<file path="src/rtl/uart_pkg.sv">
`default_nettype none
// ============================================================================
// Module      : uart_pkg
// Description : Shared UART definitions used by the transmitter and the
//               receiver: FSM state encoding, default bit timing and frame
//               length constants.
// Revision    : 1.0  initial release
// ============================================================================
package uart_pkg;

  // 10 MHz clock / 115200 baud, rounded.
  localparam int UART_DEFAULT_CLK_PER_BIT = 87;

  // Frame lengths in bit times: start + 8 data + stop, optionally + parity.
  localparam int UART_FRAME_BITS     = 10;
  localparam int UART_FRAME_BITS_PAR = 11;

  // State encoding, fixed so the receiver and any debug tooling agree.
  localparam logic [2:0] ST_IDLE   = 3'd0;
  localparam logic [2:0] ST_START  = 3'd1;
  localparam logic [2:0] ST_DATA   = 3'd2;
  localparam logic [2:0] ST_PARITY = 3'd3;
  localparam logic [2:0] ST_STOP   = 3'd4;

  typedef enum logic [2:0] {
    S_IDLE   = ST_IDLE,
    S_START  = ST_START,
    S_DATA   = ST_DATA,
    S_PARITY = ST_PARITY,
    S_STOP   = ST_STOP
  } uart_state_e;

  // Whole-frame duration in clock cycles.
  function automatic int uart_frame_cycles(input int clk_per_bit, input bit parity_en);
    return clk_per_bit * (parity_en ? UART_FRAME_BITS_PAR : UART_FRAME_BITS);
  endfunction

endpackage
`default_nettype wire

</file>
<file path="src/rtl/uart_tx_if.sv">
`default_nettype none
// ============================================================================
// Module      : uart_tx_if
// Description : Byte handshake between a producer and the UART transmitter.
//   tx_data  [7:0] byte to send
//   tx_valid       producer has a byte on tx_data
//   tx_ready       transmitter holding register is empty
// Revision    : 1.0  initial release
// ============================================================================
interface uart_tx_if;
  logic [7:0] tx_data;
  logic       tx_valid;
  logic       tx_ready;

  modport master (output tx_data, output tx_valid, input  tx_ready);
  modport slave  (input  tx_data, input  tx_valid, output tx_ready);
endinterface
`default_nettype wire

</file>
<file path="src/rtl/uart_baud_cnt.sv">
`default_nettype none
// ============================================================================
// Module      : uart_baud_cnt
// Description : Bit-period counter. Counts 0..CLK_PER_BIT-1 and wraps; a
//               synchronous clear holds it at 0.
//   clk        in  clock
//   rst        in  synchronous active-high reset
//   clr_i      in  synchronous clear (held while the line is idle)
//   bit_end_o  out high on the last cycle of a bit period
// Revision    : 1.0  initial release
// ============================================================================
module uart_baud_cnt #(
  parameter int CLK_PER_BIT = 87
) (
  input  logic clk,
  input  logic rst,
  input  logic clr_i,
  output logic bit_end_o
);

  localparam int               CW   = (CLK_PER_BIT > 1) ? $clog2(CLK_PER_BIT) : 1;
  localparam logic [CW-1:0]    LAST = CW'(CLK_PER_BIT - 1);

  logic [CW-1:0] clk_cnt_q;

  always_ff @(posedge clk) begin
    if (rst || clr_i) begin
      clk_cnt_q <= '0;
    end else if (clk_cnt_q == LAST) begin
      clk_cnt_q <= '0;
    end else begin
      clk_cnt_q <= clk_cnt_q + 1'b1;
    end
  end

  assign bit_end_o = (clk_cnt_q == LAST);

endmodule
`default_nettype wire

</file>
<file path="src/rtl/uart_tx.sv">
`default_nettype none
// ============================================================================
// Module      : uart_tx
// Description : 8N1 UART transmitter with a 1-entry holding register. Bytes
//               are accepted on a valid/ready handshake and shifted out LSB
//               first; a byte waiting in the holding register is started
//               straight out of STOP so back-to-back frames have no gap.
//   clk        in  clock
//   rst        in  synchronous active-high reset
//   tx_if      slave handshake (tx_data, tx_valid, tx_ready)
//   tx_serial  out serial line, registered, idles high
//   tx_busy    out frame in progress, registered
//   tx_done    out one-cycle pulse after the last stop-bit cycle
// Optional    : define UART_TX_PARITY_EN to add a parity bit (PARITY_ODD
//               selects odd parity); otherwise PARITY_ODD has no effect.
// Revision    : 1.0  initial release
// ============================================================================
module uart_tx
  import uart_pkg::*;
#(
  parameter int CLK_PER_BIT = UART_DEFAULT_CLK_PER_BIT,
  parameter bit PARITY_ODD  = 1'b0
) (
  input  logic     clk,
  input  logic     rst,
  uart_tx_if.slave tx_if,
  output logic     tx_serial,
  output logic     tx_busy,
  output logic     tx_done
);

  uart_state_e state_q, state_d;
  logic [7:0]  hold_q;
  logic        hold_full_q;
  logic [7:0]  shift_q, shift_d;
  logic [2:0]  bit_idx_q, bit_idx_d;
  logic        serial_q, serial_d;
  logic        busy_q;
  logic        done_q, done_d;
  logic        w_accept;
  logic        w_drain;
  logic        w_bit_end;
  logic        w_parity;

  // Ready depends only on the holding-register flag, never on tx_valid.
  assign tx_if.tx_ready = ~hold_full_q;
  assign w_accept       = tx_if.tx_valid & ~hold_full_q;

  // Counter is held at zero in IDLE so the start bit gets a full period.
  uart_baud_cnt #(
    .CLK_PER_BIT (CLK_PER_BIT)
  ) u_baud_cnt (
    .clk       (clk),
    .rst       (rst),
    .clr_i     (state_q == S_IDLE),
    .bit_end_o (w_bit_end)
  );

`ifdef UART_TX_PARITY_EN
  assign w_parity = (^shift_q) ^ PARITY_ODD;
`else
  logic w_unused_parity_odd;
  assign w_unused_parity_odd = PARITY_ODD;
  assign w_parity            = 1'b1;
`endif

  // Accept needs an empty holder and drain needs a full one, so the two
  // never coincide.
  always_ff @(posedge clk) begin
    if (rst) begin
      hold_q      <= '0;
      hold_full_q <= 1'b0;
    end else if (w_accept) begin
      hold_q      <= tx_if.tx_data;
      hold_full_q <= 1'b1;
    end else if (w_drain) begin
      hold_full_q <= 1'b0;
    end
  end

  always_ff @(posedge clk) begin
    if (rst) begin
      state_q   <= S_IDLE;
      shift_q   <= '0;
      bit_idx_q <= '0;
      serial_q  <= 1'b1;
      busy_q    <= 1'b0;
      done_q    <= 1'b0;
    end else begin
      state_q   <= state_d;
      shift_q   <= shift_d;
      bit_idx_q <= bit_idx_d;
      serial_q  <= serial_d;
      busy_q    <= (state_d != S_IDLE);
      done_q    <= done_d;
    end
  end

  always_comb begin
    state_d   = state_q;
    shift_d   = shift_q;
    bit_idx_d = bit_idx_q;
    w_drain   = 1'b0;
    done_d    = 1'b0;
    case (state_q)
      S_IDLE: begin
        if (hold_full_q) begin
          state_d = S_START;
          shift_d = hold_q;
          w_drain = 1'b1;
        end
      end
      S_START: begin
        if (w_bit_end) begin
          state_d   = S_DATA;
          bit_idx_d = 3'd0;
        end
      end
      S_DATA: begin
        if (w_bit_end) begin
          if (bit_idx_q == 3'd7) begin
`ifdef UART_TX_PARITY_EN
            state_d = S_PARITY;
`else
            state_d = S_STOP;
`endif
          end else begin
            bit_idx_d = bit_idx_q + 3'd1;
          end
        end
      end
      S_PARITY: begin
        if (w_bit_end) begin
          state_d = S_STOP;
        end
      end
      S_STOP: begin
        if (w_bit_end) begin
          done_d = 1'b1;
          if (hold_full_q) begin
            state_d = S_START;
            shift_d = hold_q;
            w_drain = 1'b1;
          end else begin
            state_d = S_IDLE;
          end
        end
      end
      default: state_d = S_IDLE;
    endcase
  end

  // Line value is decoded from the next state so tx_serial is a plain flop.
  always_comb begin
    serial_d = 1'b1;
    case (state_d)
      S_START:  serial_d = 1'b0;
      S_DATA:   serial_d = shift_d[bit_idx_d];
      S_PARITY: serial_d = w_parity;
      default:  serial_d = 1'b1;
    endcase
  end

  assign tx_serial = serial_q;
  assign tx_busy   = busy_q;
  assign tx_done   = done_q;

endmodule
`default_nettype wire
</file>
<file path="src/flat_wrapper.sv">
// flat-port wrapper written by rule: the top's interface ports become plain ports
module uart_tx_flat import uart_pkg::*;
#(
  parameter int CLK_PER_BIT = UART_DEFAULT_CLK_PER_BIT,
  parameter bit PARITY_ODD  = 1'b0
)
  (clk, rst, tx_serial, tx_busy, tx_done, tx_if_tx_data, tx_if_tx_valid, tx_if_tx_ready);
  uart_tx_if tx_if_i ();
  input  logic clk;
  input  logic rst;
  output logic tx_serial;
  output logic tx_busy;
  output logic tx_done;
  input wire logic [$bits(tx_if_i.tx_data)-1:0] tx_if_tx_data;
  input wire logic [$bits(tx_if_i.tx_valid)-1:0] tx_if_tx_valid;
  output wire logic [$bits(tx_if_i.tx_ready)-1:0] tx_if_tx_ready;
  assign tx_if_i.tx_data = tx_if_tx_data;
  assign tx_if_i.tx_valid = tx_if_tx_valid;
  assign tx_if_tx_ready = tx_if_i.tx_ready;
  uart_tx #(.CLK_PER_BIT(CLK_PER_BIT), .PARITY_ODD(PARITY_ODD)) u_core (.clk(clk), .rst(rst), .tx_if(tx_if_i), .tx_serial(tx_serial), .tx_busy(tx_busy), .tx_done(tx_done));
endmodule
</file>
<file path="config.mk">
export PLATFORM = sky130hd
export DESIGN_NAME = uart_tx_flat
export DESIGN_NICKNAME = d
export VERILOG_FILES = /design/src/rtl/uart_pkg.sv /design/src/rtl/uart_tx_if.sv /design/src/rtl/uart_baud_cnt.sv /design/src/rtl/uart_tx.sv /design/src/flat_wrapper.sv
export SDC_FILE = /design/constraint.sdc
export NUM_CORES = 1
export LEC_CHECK = 0
export CORE_MARGIN = 1.5
export CORE_UTILIZATION = 50
export CTS_CLUSTER_DIAMETER = 60
export DETAILED_ROUTE_END_ITERATION = 8
export HOLD_SLACK_MARGIN = 0.1
export PLACE_DENSITY = 0.79
export SLEW_MARGIN = 5
export SYNTH_ARGS = -nofsm -noshare
export SYNTH_HDL_FRONTEND = slang
export SYNTH_SLANG_ARGS = --single-unit
export TNS_END_PERCENT = 30
</file>
<file path="constraint.sdc">
create_clock -name clk -period 3.5 [get_ports clk]
set_input_delay 0.7 -clock clk [delete_from_list [all_inputs] [get_ports clk]]
set_output_delay 0.7 -clock clk [all_outputs]
set_load 0.03 [all_outputs]
</file>
[Yosys cells after proc, flatten, opt, wreduce, memory -nomap -nowiden]
Cells that the tools add are included.
Storage, ports and cells
  register bits: 33
  input port bits: 11
  output and inout bits: 4
  logic and storage cells: 53
Cells by class
  $add $sub $neg: 2
  magnitude comparators: 1
  equal/unequal tests: 8
  multiplexer cells: 24
  bitwise operators: 3
  reductions and logical operators: 6
Operators by type and width (count)
  3-bit two-way mux: 9
  8-bit two-way mux: 2
  8-bit one-hot mux with 2 select lines: 1
  3-bit one-hot mux with 5 select lines: 1
  3-bit by 2-bit == test with 1-bit output, second input constant: 3
  7-bit by 1-bit adder with 7-bit output, second input constant: 1
  7-bit == test, second input constant: 1
  1-bit two-way mux: 7
  3-bit by 1-bit == test with 1-bit output, second input constant: 2
  3-bit == test, second input constant: 2
  3-bit one-hot mux with 2 select lines: 1
  3-bit by 4-bit less-than comparator with 1-bit output, second input constant: 1
  1-bit one-hot mux with 2 select lines: 2
  2-bit OR reduction: 2
  3-bit by 1-bit adder with 3-bit output, second input constant: 1
  1-bit binary-select mux with 3-bit select: 1
  3-bit zero test: 1
  3-bit nonzero test: 1
  1-bit inverter: 2
  2-bit nonzero test: 1
  1-bit bitwise AND: 1
  1-bit logical OR: 1

[Depth between registers and ports, before layout]
Gate-level depths: netlist (run 1).
  depth in word-level cells: 7
  gate-level depth with buffers: 9

[Cells and area by module]
From an unflattened synthesis (run 1), not the netlist that was laid out.
Second synthesis, totals
  cell total of the unflattened synthesis: 152
  area total of the unflattened synthesis: 1423.9 sq um
By module, submodules not included
  uart_tx: instances 1, cells each 119, area each 1122.3 sq um, seq. area each 520.5 sq um
  uart_baud_cnt: instances 1, cells each 33, area each 301.5 sq um, seq. area each 140.1 sq um

[Least setup slack after synthesis (run 1)]
OpenSTA, ideal clock, no wires.
  path kind: register -> register
  start point: reg u_core.u_baud_cnt.clk_cnt_q[0]
  end point: reg u_core.serial_q, in the netlist u_core.tx_serial
  library setup time: 0.116 ns
  data arrival time: 1.980 ns
  required time: 3.384 ns
  setup slack: 1.404 ns
  cell stages (with the launch flop): 9
  period minus slack after synthesis: 2.096 ns
  cell sequence: dfxtp_1 -> inv_1 -> ha_1 -> nor3b_4 -> a41oi_4 -> o22ai_4 -> mux2_2 -> o211a_1 -> o211a_1
On the way
  word-level cells in the longest chain between the ends: 6
RTL lines
  start: declaration: RTL line uart_baud_cnt.sv:24  | logic [CW-1:0] clk_cnt_q;
  start signal: assignment: RTL line uart_baud_cnt.sv:32  | clk_cnt_q <= clk_cnt_q + 1'b1;
  7-bit == test (*): RTL line uart_baud_cnt.sv:36  | assign bit_end_o = (clk_cnt_q == LAST);
  8-bit two-way mux, or another cell as far along: RTL line uart_tx.sv:138  | if (w_bit_end) begin
  8-bit one-hot mux with 2 select lines / 3-bit one-hot mux with 2 select lines (equally long branches): RTL line uart_tx.sv:105  | case (state_q)
  1-bit binary-select mux with 3-bit select: RTL line uart_tx.sv:158  | S_DATA: serial_d = shift_d[bit_idx_d];
  1-bit two-way mux (implied by the code): RTL line uart_tx.sv:158
  1-bit one-hot mux with 2 select lines (*): RTL line uart_tx.sv:156  | case (state_d)
  end signal: assignment: RTL line uart_tx.sv:93  | serial_q <= serial_d;
  end: declaration: RTL line uart_tx.sv:37  | logic serial_q, serial_d;
Every way passes the cells marked *; elsewhere a longest branch is shown, timed or not. The select of a mux whose other input is x is not followed.
A chain may end at the register's enable or synchronous reset.

[Final worst setup path (run 1)]
  start point: reg u_core.u_baud_cnt.clk_cnt_q[1]
  end point: reg u_core.serial_q, in the netlist u_core.tx_serial
Same word-level chain as after synthesis.

==> metrics.yaml, run 1 <==
outcome: "finished clean"
relSlewSlack: 0.380
dp_hpwl_mm: 2.19
pre_cts_ws_ns: 1.01
ios: 15
drv_cap: 0
die-area_um2: 3510
endpoint: "u_core.tx_serial$_SDFF_PP1_"
vias: 1255
rsz0062_at_grt: "false"
synth_top_area_frac: 0.418
dieHeight_um: 59.2
antenna_found_initial: 0
dr.pass1.iters: 4
htreeDepth: 2
combPwrFrac: 0.114
crit_chain: "ha_1 -> nor3b_4 -> a41oi_4 -> o22ai_4 -> mux2_2 -> o211a_1 -> o211a_1"
final_cell_mix: "33 x dfxtp_1, 24 x nor2_1, 22 x nand2_1"
final_common_cell: "dfxtp_1"
hold_buffers: 0
port_buffers: 14
layout_min_cycle_time_ns: 2.37
path_class: "flop to flop"
path_clk_slew_ns: 0.10
tightest_slew_ns: 0.927
power.density_nw_per_um2: 381
final-setup-viol-count: 0
arrival_ns: 2.60
post_cts_buffers: 0
ant_nets: 0
fin_skew_ns: 0.0104
period_share: 0.678
clock_tree.root_cell: "clkbuf_4"
start_util: 0.522
clock_path_buffers: 2
p_seq_frac: 0.590
grt_pass1_wl_mm: 5.33
r2r-end: "u_core.tx_serial$_SDFF_PP1_"
drv_slew: 0
synth_nets: 194
num-fill-cells: 276
p_int_mw: 0.503
required_ns: 3.73
yosysWarnings: 0
power.share.switching: 0.261
cp-end-kind: "flop"
cellLeakagePower_nw: 0.682
startpoint_type: "flop"
tns_ns: 0
drive_gt1_frac: 0.0938
die_w_um: 59.2
r2r-start: "u_core.u_baud_cnt.clk_cnt_q[1]$_SDFF_PP0_"
grt_pass1_vias: 1226
synth_largest_area_cell: "dfxtp_1"
cts_tree: "yes"
final-hold-violation-count: 0
wl_per_cell_um: 12.9
pwr-share-clk: 0.296
p_total_mw: 0.680
critPathSlowestCell: "dfxtp_1"
drt_iter0_markers: 72
synth_area_leaders: "dfxtp_1 42%, mux2i_1 7.0%, nor2_1 5.7%"
fmax_ghz: 0.422
clock-sinks: 33
grt_max_degree: 27
cp_max_fo: 9
detail_route.vias_per_cell: 5.32
rows: 20
nets: 205
cts_made_buffers: 5
cts_resized: 0
netlist_instances: 180
gr-usage-all-layers: 0.204
cp.depth: 7
reg2reg_slack_ns: 1.13
reg2reg_depth: 7
syn_to_final_growth_pct: 12.8
synth_cell_types: 36
coreArea_um2: 3030
ys_ff_latch: 33
avgSynthCellArea_um2: 8.79
wirelength_mm: 3.05
antenna_cells: 0
p_sw_mw: 0.177
holdCritPathClass: "flop to flop"
drc: 0
gr-total-overflow: 0
worst-path-buf-inv: 0
netlist_area_um2: 1580
max-vdd-ir-drop_mv: 0.260
ys_seq_area_frac: 0.418
crit_path_max_incr_delay_ns: 0.41
setup_ws_ns: 1.13
path_common_cell: "o211a_1"
clk_latency_ns: 0.33
globalplace.congestion: 0.826
cp-startpoint: "u_core.u_baud_cnt.clk_cnt_q[1]$_SDFF_PP0_"
cp_top_family: "compound AO/OA/AOI/OAI gates"
-- power groups by stage --
stage | logic [mW] | registers, mW | clock network [mW]
after global routing | 0.0850 | 0.403 | 0.224
after floorplan | 0.0505 | 0.409 | 0
final | 0.0773 | 0.401 | 0.201
after detailed placement | 0.0769 | 0.410 | 0
after global placement | 0.0746 | 0.409 | 0
after CTS | 0.0775 | 0.401 | 0.208
-- flip-flops by register name (all words and copies together) (netlist names), 3 cells and up --
name / cells
u_core.hold_q: 8
u_core.shift_q: 8
u_core.u_baud_cnt.clk_cnt_q: 7
u_core.bit_idx_q: 3
u_core.state_q: 3
-- how the worst min path moves through the flow --
| stage | startpoint | end | slack, ns | cells after the start |
|---|---|---|---|---|
| after CTS | u_core.shift_q[7]$_SDFF_PP0_ | u_core.shift_q[7]$_SDFF_PP0_ | 0.46 | 2 |
| final | u_core.shift_q[0]$_SDFF_PP0_ | u_core.shift_q[0]$_SDFF_PP0_ | 0.46 | 2 |
| after global routing | u_core.shift_q[0]$_SDFF_PP0_ | u_core.shift_q[0]$_SDFF_PP0_ | 0.49 | 2 |
| after global placement | u_core.shift_q[3]$_SDFF_PP0_ | u_core.shift_q[3]$_SDFF_PP0_ | 0.44 | 2 |
| after floorplan | u_core.shift_q[3]$_SDFF_PP0_ | u_core.shift_q[3]$_SDFF_PP0_ | 0.43 | 2 |
| after detailed placement | u_core.shift_q[7]$_SDFF_PP0_ | u_core.shift_q[7]$_SDFF_PP0_ | 0.45 | 2 |
-- cells by family after synthesis --
group                      share of synthesized area
xor gates and xnor gates                      0.0277
AOI/OAI and AO/OA                              0.153
buffers and inverters                         0.0467
muxes                                          0.105
adders and majority gates                     0.0237
DFF                                            0.418
and+or+nand+nor                                0.225
-- worst register-to-register path, stage by stage, from the launching register on --
cell     delay (ns)
dfxtp_1        0.41
ha_1           0.20
nor3b_4        0.32
a41oi_4        0.17
o22ai_4        0.35
mux2_2         0.39
o211a_1        0.22
o211a_1        0.21
-- final cells by class --
type	instances	area, µm²	area share
clock inverter	2	10.0	0.00561
inverter	6	22.5	0.0126
multi-input combinational	130	847	0.475
timing repair buffer	15	148	0.0827
clock buffer	6	41.3	0.0231
sequential	33	661	0.370
tap	44	55.1	0.0309
-- metrics by stage --
stage               hold slack, ns   util  std cells  cell area (µm²)
floorplan                    0.433      -        180             1580
global placement             0.439  0.572        228             1730
detailed placement           0.448  0.572        228             1730
CTS                          0.462  0.589        236             1780
global route                 0.487  0.589        236             1780
finish                       0.459  0.589        236             1780
-- synthesized netlist by cell type (all sizes together) --
master,instances
nand4,1
a21oi,14
mux2,5
a21o,1
xnor2,1
nand2,22
ha,3
nor2,24
or3,3
a21boi,1
a311oi,1
dfxtp,33
nand2b,2
xor2,4
clkbuf,8
and2,1
a41oi,1
inv,6
and4b,2
a41o,1
o31ai,1
nand3,8
o211a,3
and3,1
a22oi,2
nor3,6
nor3b,1
mux2i,11
nor2b,4
o21ai,3
a2bb2oi,1
o22ai,2
buf,3
-- per-layer routing --
metal,global-route usage,part of all wire,vias to the layer above
li1,-,-,641
met4,0.0779,0.016,0
met2,0.338,0.50,34
met1,0.249,0.42,575
met5,0,0,-
met3,0.0590,0.059,5
No activity file was read; power rests on OpenSTA's default activity.
==> run 2: changes to the inputs <==
--- a/config.mk
+++ b/config.mk
@@ -10,7 +10,7 @@
 export CTS_CLUSTER_DIAMETER = 60
 export DETAILED_ROUTE_END_ITERATION = 8
 export HOLD_SLACK_MARGIN = 0.1
-export PLACE_DENSITY = 0.79
+export PLACE_DENSITY = 0.82
 export SLEW_MARGIN = 5
 export SYNTH_ARGS = -nofsm -noshare
 export SYNTH_HDL_FRONTEND = slang
==> constraint.sdc (replaced) <==
create_clock -name clk -period 2 [get_ports clk]
set_input_delay 0.4 -clock clk [delete_from_list [all_inputs] [get_ports clk]]
set_output_delay 0.4 -clock clk [all_outputs]
set_load 0.03 [all_outputs]
==> metrics.yaml, run 2 (same netlist as run 1, synthesis figures left out) <==
outcome: "finished, violations left"  # was finished clean
violations: "setup timing"
setup_ws_ns: -0.0645  # was 1.13 ns
drc: 0  # unchanged
cp-end-kind: "flop"  # unchanged
drt_iter0_markers: 67  # was 72
rows: 20  # unchanged
final-hold-violation-count: 0  # unchanged
clk_latency_ns: 0.33  # about the same
cellLeakagePower_nw: 0.797  # was 0.682 nW
cp_max_fo: 5  # was 9
grt_pass1_wl_mm: 5.76  # was 5.33 mm
detail_route.vias_per_cell: 5.19  # was 5.32
cts_made_buffers: 5  # unchanged
power.density_nw_per_um2: 618  # was 381 nW/µm²
antenna_found_initial: 0  # unchanged
place_area_um2: 1890  # was 1730 µm²
syn_to_final_growth_pct: 25.7  # was 12.8%
die_w_um: 59.2  # unchanged
startpoint_type: "flop"  # unchanged
antenna_cells: 0  # unchanged
grt_pass1_vias: 1315  # was 1226
rsz0062_at_grt: "true"  # was false
required_ns: 2.24  # was 3.73 ns
final_common_cell: "dfxtp_1"  # unchanged
gr-usage-all-layers: 0.219  # was 0.204
vias: 1334  # was 1255
nets: 227  # was 205
layout_min_cycle_time_ns: 2.06  # was 2.37 ns
dp_hpwl_mm: 2.46  # was 2.19 mm
arrival_ns: 2.30  # was 2.60 ns
cts_tree: "yes"  # unchanged
coreArea_um2: 3030  # unchanged
clock_path_buffers: 2  # unchanged
period_share: 1.03  # was 0.678
fmax_ghz: 0.484  # was 0.422 GHz
clock_tree.root_cell: "clkbuf_4"  # unchanged
top_regs: "u_core.hold_q: 8 flops, u_core.shift_q: 8 flops, u_core.u_baud_cnt.clk_cnt_q: 7 flops"  # unchanged
relSlewSlack: 0.767  # was 0.380
drv_cap: 0  # unchanged
dieHeight_um: 59.2  # unchanged
start_util: 0.522  # unchanged
ant_nets: 0  # unchanged
final-setup-viol-count: 1  # was 0
wl_per_cell_um: 12.7  # was 12.9 µm
wirelength_mm: 3.26  # was 3.05 mm
fin_area_um2: 1990  # was 1780 µm²
drive_gt1_frac: 0.216  # was 0.0938
port_buffers: 14  # unchanged
tightest_slew_ns: 0.350  # was 0.927 ns
die-area_um2: 3510  # unchanged
p_total_mw: 1.23  # was 0.680 mW
htreeDepth: 2  # unchanged
ios: 15  # unchanged
fin_skew_ns: 0.00895  # was 0.0104 ns
clock-sinks: 33  # unchanged
grt_max_degree: 21  # was 27
drv_slew: 0  # unchanged
globalplace.congestion: 0.876  # was 0.826
gr-total-overflow: 0  # unchanged
max-vdd-ir-drop_mv: 0.460  # was 0.260 mV
final_cell_mix: "31 x dfxtp_1, 24 x nor2_1, 22 x nand2_1, 22 x buf_4"  # was 33 x dfxtp_1, 24 x nor2_1, 22 x nand2_1
holdCritPathClass: "flop to flop"  # unchanged
path_clk_slew_ns: 0.09  # was 0.10 ns
dr.pass1.iters: 4  # unchanged
path_class: "flop to flop"  # unchanged
[run 2: changes by cell type in the layout (fill, tap and decap cells not counted), sizes merged]
| cell | change |
|---|---|
| buf | +21 |
| clkinv | -2 |
| clkbuf | +1 |
| o22ai | +1 |
[run 2: power breakdown]
group,total [mW],switching [mW],internal [mW]
Clock,0.376,0.211,0.166
Combinational,0.154,0.0793,0.0749
Sequential,0.697,0.0161,0.681
[run 2: worst max-delay path, stage by stage, from the launching register on]
cell	delay, ns
dfxtp_2	0.33
inv_2	0.06
ha_4	0.12
nor3b_4	0.30
o211a_1	0.31
o22ai_4	0.12
mux2_4	0.32
o211a_1	0.20
o211a_1	0.21
[run 2: timing repair]
action,4_1_cts,5_1_grt
gates resized for setup,0,3
endpoints found under the setup margin,1,2
hold buffers,0,0
pin swaps,3,6
buffers inserted,2,2
gates cloned,0,1
[run 2: final timing paths]
kind | startpoint | to | slack (ns) | cells past startpoint
worst max-delay path | u_core.u_baud_cnt.clk_cnt_q[0]$_SDFF_PP0_ | u_core.tx_serial$_SDFF_PP1_ | -0.06 | 8
worst min-delay path | u_core.shift_q[0]$_SDFF_PP0_ | u_core.shift_q[0]$_SDFF_PP0_ | 0.46 | 2
worst max register to register | u_core.u_baud_cnt.clk_cnt_q[0]$_SDFF_PP0_ | u_core.tx_serial$_SDFF_PP1_ | -0.06 | 8
worst min register to register | u_core.shift_q[0]$_SDFF_PP0_ | u_core.shift_q[0]$_SDFF_PP0_ | 0.46 | 2
[run 2: per-layer routing]
| metal | GRT usage | part of all wire | up-vias |
|---|---|---|---|
| met2 | 0.374 | 0.49 | 32 |
| li1 | - | - | 687 |
| met3 | 0.0721 | 0.046 | 2 |
| met1 | 0.266 | 0.45 | 613 |
| met5 | 0 | 0 | - |
| met4 | 0.0487 | 0.012 | 0 |
[run 2: layout make-up]
class | instances | area, µm²
Tap cell | 44 | 55.1
Fill cell | 238 | 1040
Timing Repair Buffer | 36 | 305
Clock buffer | 7 | 55.1
Sequential cell | 33 | 663
Multi-Input combinational cell | 131 | 887
Inverter | 6 | 22.5
[run 2: stage by stage]
step | setup WS [ns] | utilization | instances | setup TNS (ns) | hold WS [ns]
after global placement | -0.0452 | 0.623 | 246 | -0.0452 | 0.446
after CTS | -0.117 | 0.650 | 255 | -0.117 | 0.461
after floorplan | -0.00401 | - | 180 | -0.00401 | 0.430
after detailed placement | -0.131 | 0.623 | 246 | -0.131 | 0.449
after global routing | -0.211 | 0.657 | 257 | -0.211 | 0.483
final | -0.0645 | 0.657 | 257 | -0.0645 | 0.458
==> run 3: changes to the inputs <==
--- a/config.mk
+++ b/config.mk
@@ -10,6 +10,7 @@
 export CTS_CLUSTER_DIAMETER = 60
 export DETAILED_ROUTE_END_ITERATION = 8
 export HOLD_SLACK_MARGIN = 0.1
+export MAX_ROUTING_LAYER = met4
 export PLACE_DENSITY = 0.82
 export SLEW_MARGIN = 5
 export SYNTH_ARGS = -nofsm -noshare
==> metrics.yaml, run 3 (same netlist as run 1, synthesis figures left out) <==
dp_hpwl_mm: 2.46  # unchanged
grt_max_degree: 21  # unchanged
htreeDepth: 2  # unchanged
top_regs: "u_core.hold_q: 8 flops, u_core.shift_q: 8 flops, u_core.u_baud_cnt.clk_cnt_q: 7 flops"  # unchanged
route.met2.wl_mm: 1.61  # about the same
cp-end-kind: "flop"  # unchanged
clock_tree.root_cell: "clkbuf_4"  # unchanged
m1WireLength_mm: 1.47  # was 1.46 mm
clock-sinks: 33  # unchanged
drv_cap: 0  # unchanged
fmax_ghz: 0.484  # about the same
wl_met3_um: 145  # was 149 µm
critPathSlowestCell: "dfxtp_2"  # unchanged
fin_skew_ns: 0.00881  # was 0.00895 ns
syn_to_final_growth_pct: 25.7  # unchanged
wl_per_cell_um: 12.7  # about the same
port_buffers: 14  # unchanged
antenna_cells: 0  # unchanged
cts_tree: "yes"  # unchanged
highest_layer: "met4"  # unchanged
period_share: 1.03  # about the same
final_common_cell: "dfxtp_1"  # unchanged
outcome: "finished, violations left"  # unchanged
nets: 227  # unchanged
layout_min_cycle_time_ns: 2.07  # was 2.06 ns
whs_ns: 0.458  # about the same
cellLeakagePower_nw: 0.797  # unchanged
power.density_nw_per_um2: 617  # was 618 nW/µm²
dr.pass1.iters: 4  # unchanged
cts_made_buffers: 5  # unchanged
detail_route.vias_per_cell: 5.18  # was 5.19
globalplace.congestion: 0.890  # was 0.876
ant_nets: 0  # unchanged
die-area_um2: 3510  # unchanged
grt_pass1_wl_mm: 5.78  # was 5.76 mm
p_total_mw: 1.23  # about the same
cp_top_family: "compound AO/OA/AOI/OAI gates"  # unchanged
hold_buffers: 0  # unchanged
final-setup-viol-count: 1  # unchanged
antenna_found_initial: 0  # unchanged
relSlewSlack: 0.765  # was 0.767
gr-usage-all-layers: 0.225  # was 0.219
holdCritPathClass: "flop to flop"  # unchanged
final-hold-violation-count: 0  # unchanged
start_util: 0.522  # unchanged
rows: 20  # unchanged
place_area_um2: 1890  # unchanged
final_cell_mix: "31 x dfxtp_1, 24 x nor2_1, 22 x nand2_1, 22 x buf_4"  # unchanged
drv_slew: 0  # unchanged
vias: 1332  # was 1334
violations: "setup timing"  # unchanged
dieHeight_um: 59.2  # unchanged
drt_iter0_markers: 74  # was 67
post-route-util: 0.657  # unchanged
tightest_slew_ns: 0.352  # was 0.350 ns
fin_area_um2: 1990  # unchanged
worst-path-buf-inv: 1  # unchanged
required_ns: 2.23  # was 2.24 ns
startpoint_type: "flop"  # unchanged
grt_pass1_vias: 1315  # unchanged
wirelength_mm: 3.26  # about the same
arrival_ns: 2.30  # about the same
clk_latency_ns: 0.33  # about the same
clock_path_buffers: 2  # unchanged
drive_gt1_frac: 0.216  # unchanged
path_common_cell: "o211a_1"  # unchanged
rsz0062_at_grt: "true"  # unchanged
drc: 0  # unchanged
cp_max_fo: 5  # unchanged
die_w_um: 59.2  # unchanged
path_clk_slew_ns: 0.09  # about the same
coreArea_um2: 3030  # unchanged
crit_chain: "inv_2 -> ha_4 -> nor3b_4 -> a41oi_4 -> o22ai_4 -> mux2_4 -> o211a_1 -> o211a_1"  # was inv_2 -> ha_4 -> nor3b_4 -> o211a_1 -> o22ai_4 -> mux2_4 -> o211a_1 -> o211a_1
max-vdd-ir-drop_mv: 0.460  # about the same
gr-total-overflow: 0  # unchanged
crit_path_max_incr_delay_ns: 0.33  # about the same
setup_ws_ns: -0.0664  # was -0.0645 ns
path_class: "flop to flop"  # unchanged
pre_cts_ws_ns: -0.131  # unchanged
ios: 15  # unchanged
[run 3: power breakdown]
part / internal [mW] / switching (mW) / leakage [nW]
sequential: 0.681 / 0.0161 / 0.269
combinational: 0.0749 / 0.0794 / 0.497
clock: 0.166 / 0.209 / 0.0314
[run 3: stage by stage]
stage,setup TNS (ns),instances
detailed placement,-0.131,246
finish,-0.0664,257
CTS,-0.117,255
global placement,-0.0452,246
global route,-0.211,257
floorplan,-0.00401,180
[run 3: timing repair]
| item | in CTS | in global routing |
|---|---|---|
| cloned | 0 | 1 |
| pin swaps | 3 | 6 |
| setup endpoints to repair | 1 | 2 |
| buffers inserted | 2 | 2 |
| resized for setup | 0 | 3 |
[run 3: layout make-up]
cell class	count	area, µm²
Clock buffer	7	55.1
Fill cell	238	1040
Inverter	6	22.5
Multi-Input combinational cell	131	887
Sequential cell	33	663
Tap cell	44	55.1
Timing Repair Buffer	36	305
[run 3: worst paths after layout]
check / from / to / slack, ns / cells after the start
setup / recovery: u_core.u_baud_cnt.clk_cnt_q[0]$_SDFF_PP0_ / u_core.tx_serial$_SDFF_PP1_ / -0.07 / 8
hold / removal: u_core.shift_q[0]$_SDFF_PP0_ / u_core.shift_q[0]$_SDFF_PP0_ / 0.46 / 2
setup reg to reg: u_core.u_baud_cnt.clk_cnt_q[0]$_SDFF_PP0_ / u_core.tx_serial$_SDFF_PP1_ / -0.07 / 8
hold reg to reg: u_core.shift_q[0]$_SDFF_PP0_ / u_core.shift_q[0]$_SDFF_PP0_ / 0.46 / 2
[run 3: metal layers]
metal / up-vias / GRT usage
met1: 614 / 0.266
met5: - / -
met3: 2 / 0.0721
li1: 687 / -
met4: 0 / 0.0487
met2: 29 / 0.374
[run 3: tightest hold or removal path: stages, from the launching register on]
cell     delay (ns)
dfxtp_1        0.32
nand2_1        0.05
a21oi_1        0.05
==> edit, RTL diff (config.mk and constraints of run 2) <==
Reset style: asynchronous (`rst`), changed in 2 clocked blocks. Comments in the files are not updated.
--- a/src/rtl/uart_tx.sv
+++ b/src/rtl/uart_tx.sv
@@ -68,3 +68,3 @@
   // never coincide.
-  always_ff @(posedge clk) begin
+  always_ff @(posedge clk or posedge rst) begin
     if (rst) begin
@@ -80,3 +80,3 @@
 
-  always_ff @(posedge clk) begin
+  always_ff @(posedge clk or posedge rst) begin
     if (rst) begin
Function: differs if rst is asserted again (counterexample within 4 cycles, from zero or initial values and one cycle with rst high); with rst held inactive, the same outputs for 10 cycles.
==> edit against run 2 <==
  * The flow still finishes with violations (setup timing)
  * Critical endpoint is now u_core.tx_serial$_DFF_PP1_
  * Largest cell class is now registers
  * Via count is 14% lower
  * Design area is 2.2% lower
  * Setup slack got worse by 230 ps
  * Sequential cell count did not move
  * Highest routed layer unchanged
  * Synthesized area down 6.5%
  * Routed wire length rose by 14%
Power is not compared: it rests on default switching activity, and its combinational part moved more than twofold at a synthesized area within 25%.
==> edit: results (changes against run 2) <==
stage;metric;value;unit;change
global_routing;vias in the first global route;1159;;was 1315
hold_path;hold wc startpoint;u_core.hold_q[5]$_DFFE_PP0P_;;was u_core.shift_q[0]$_SDFF_PP0_
run_status;violations in the final reports;setup timing;;unchanged
clock_tree;clock slew at reported path FFs;110;ps;was 90 ps
place;gpl congestion;0.836;;was 0.876
synth;Unique masters post-synth;38;;was 36
global_routing;antenna violations before repair;0;;unchanged
synth;asr flop ratio synth;0.788;;was 0
critical_path;startpoint types;register;;unchanged
clock_tree;Post-CTS Setup Inserts;0;;was 2
global_routing;pin count of the biggest net entering global routing;27;;was 21
clock_tree;Post-CTS Resized;5;;was 0
critical_path;Worst R2R End;u_core.tx_serial$_DFF_PP1_;;was u_core.tx_serial$_SDFF_PP1_
finish;Final nets;175;;was 227
synth;synth top area cells;dfrtp_1 (42%), dfxtp_1 (9.5%), mux2_4 (6.1%), mux2_1 (5.3%), mux2_2 (4.6%);;was dfxtp_1 (42%), mux2i_1 (7.0%), nor2_1 (5.7%), nand2_1 (5.2%), a21oi_1 (4.4%)
timing;Final Worst Setup Slack;-290;ps;was -64.5 ps
clock_tree;worst-skew pair later-pin latency;340;ps;
critical_path;Worst path top cell family by delay;simple AND/OR/NAND/NOR gates;;was compound AO/OA/AOI/OAI gates
synth;commonest cells in the netlist;dfrtp_1 (25), nor2_1 (12), dfxtp_1 (7), mux2_1 (7);;was dfxtp_1 (33), nor2_1 (24), nand2_1 (22), a21oi_1 (14), mux2i_1 (11)
hold_path;Hold Crit Class;register to register;;unchanged
power_and_ir_drop;VDD IR max;1.00;mV;
run_status;status;finished with violations;;unchanged
finish;Ant. Diodes;0;;unchanged
critical_path;crit-path max FO;4;;was 5
synth;ys flop type;dfrtp_1;;was dfxtp_1
critical_path;crit path DAT;2550;ps;was 2300 ps
synth;Syn Area/Cell;12.2;um^2;was 8.79 um^2
finish;share of cells above drive strength 1;0.327;;was 0.216
detailed_routing;Initial DRC Count;29;;was 67
detailed_routing;vias;1146;;was 1334
timing;final number of setup-violating endpoints;1;;unchanged
critical_path;slowest cell delay on critical path;350;ps;was 330 ps
hold_path;Hold EP;u_core.hold_q[5]$_DFFE_PP0P_;;was u_core.shift_q[0]$_SDFF_PP0_
synth;Net Count, Synth;135;;was 194
detailed_routing;Via density;5.94;;was 5.19
place;dpl hpwl;2280;um;was 2460 um
timing;Slew headroom;0.336;;was 0.767
detailed_routing;Total Wirelength;3700;um;was 3260 um
critical_path;R2R cell count;11;;was 8
hold_path;hold path depth;1;;was 2
clock_tree;CTS max path bufs;2;;unchanged
synth;sequential fraction of the synthesis area;0.536;;was 0.418
timing;setup TNS;-290;ps;was -64.5 ps
detailed_routing;drt pass-1 iters;4;;unchanged
timing;Clock Skews;11.6;ps;was 8.95 ps
global_routing;total track usage;0.218;;was 0.219
global_routing;first-pass GRT wire length;5270;um;was 5760 um
[edit: changes by cell type in the layout (fill, tap and decap cells not counted), sizes merged, moves of 9 or more]
cell,change
nand2,-16
dfxtp,-26
dfrtp,+25
nor2,-12
mux2,+14
a21oi,-10
mux2i,-9
[edit: logic make-up (layout without fill, tap and decap cells)]
family	after synthesis	in the layout	share of synthesized area
AND/OR/NAND/NOR	34	34	0.119
multiplexers	21	21	0.173
AO/OA/AOI/OAI	17	17	0.0863
buffers and inverters	8	49	0.0304
flip-flops	33	33	0.536
adder cells (fa/ha/maj)	3	3	0.0254
XOR/XNOR	5	5	0.0296
[edit: cell type report]
| type | count | area [um^2] |
|---|---|---|
| clock buffers | 7 | 55.1 |
| clock inverters | 1 | 30.0 |
| fillers | 183 | 837 |
| inverters | 5 | 18.8 |
| multi-input cells | 80 | 698 |
| flip-flops and latches | 33 | 795 |
| well taps | 31 | 38.8 |
| repair buffers | 36 | 309 |
[edit: report_power, final]
group / switching [mW] / total [mW] / leakage (nW) / internal, mW
combinational: 0.234 / 0.549 / 0.465 / 0.315
sequential: 0.111 / 0.966 / 0.369 / 0.855
clock: 0.231 / 0.530 / 0.0455 / 0.298
[edit: through the flow]
step	util	cell area (um^2)	hold WS, ps	setup slack, ps
2_1_floorplan	-	1480	426	-171
3_3_place_gp	0.638	1770	471	-99.1
3_5_place_dp	0.638	1770	481	-230
4_1_cts	0.675	1880	500	-152
5_1_grt	0.699	1940	522	-373
6_report	0.699	1940	508	-290
[edit: layer usage]
metal	global-route usage	vias to the layer above	wire length, um
met5	0	-	0
met4	0.0831	0	63
met3	0.0703	10	180
met2	0.396	41	1990
met1	0.234	592	1470
li1	-	503	-
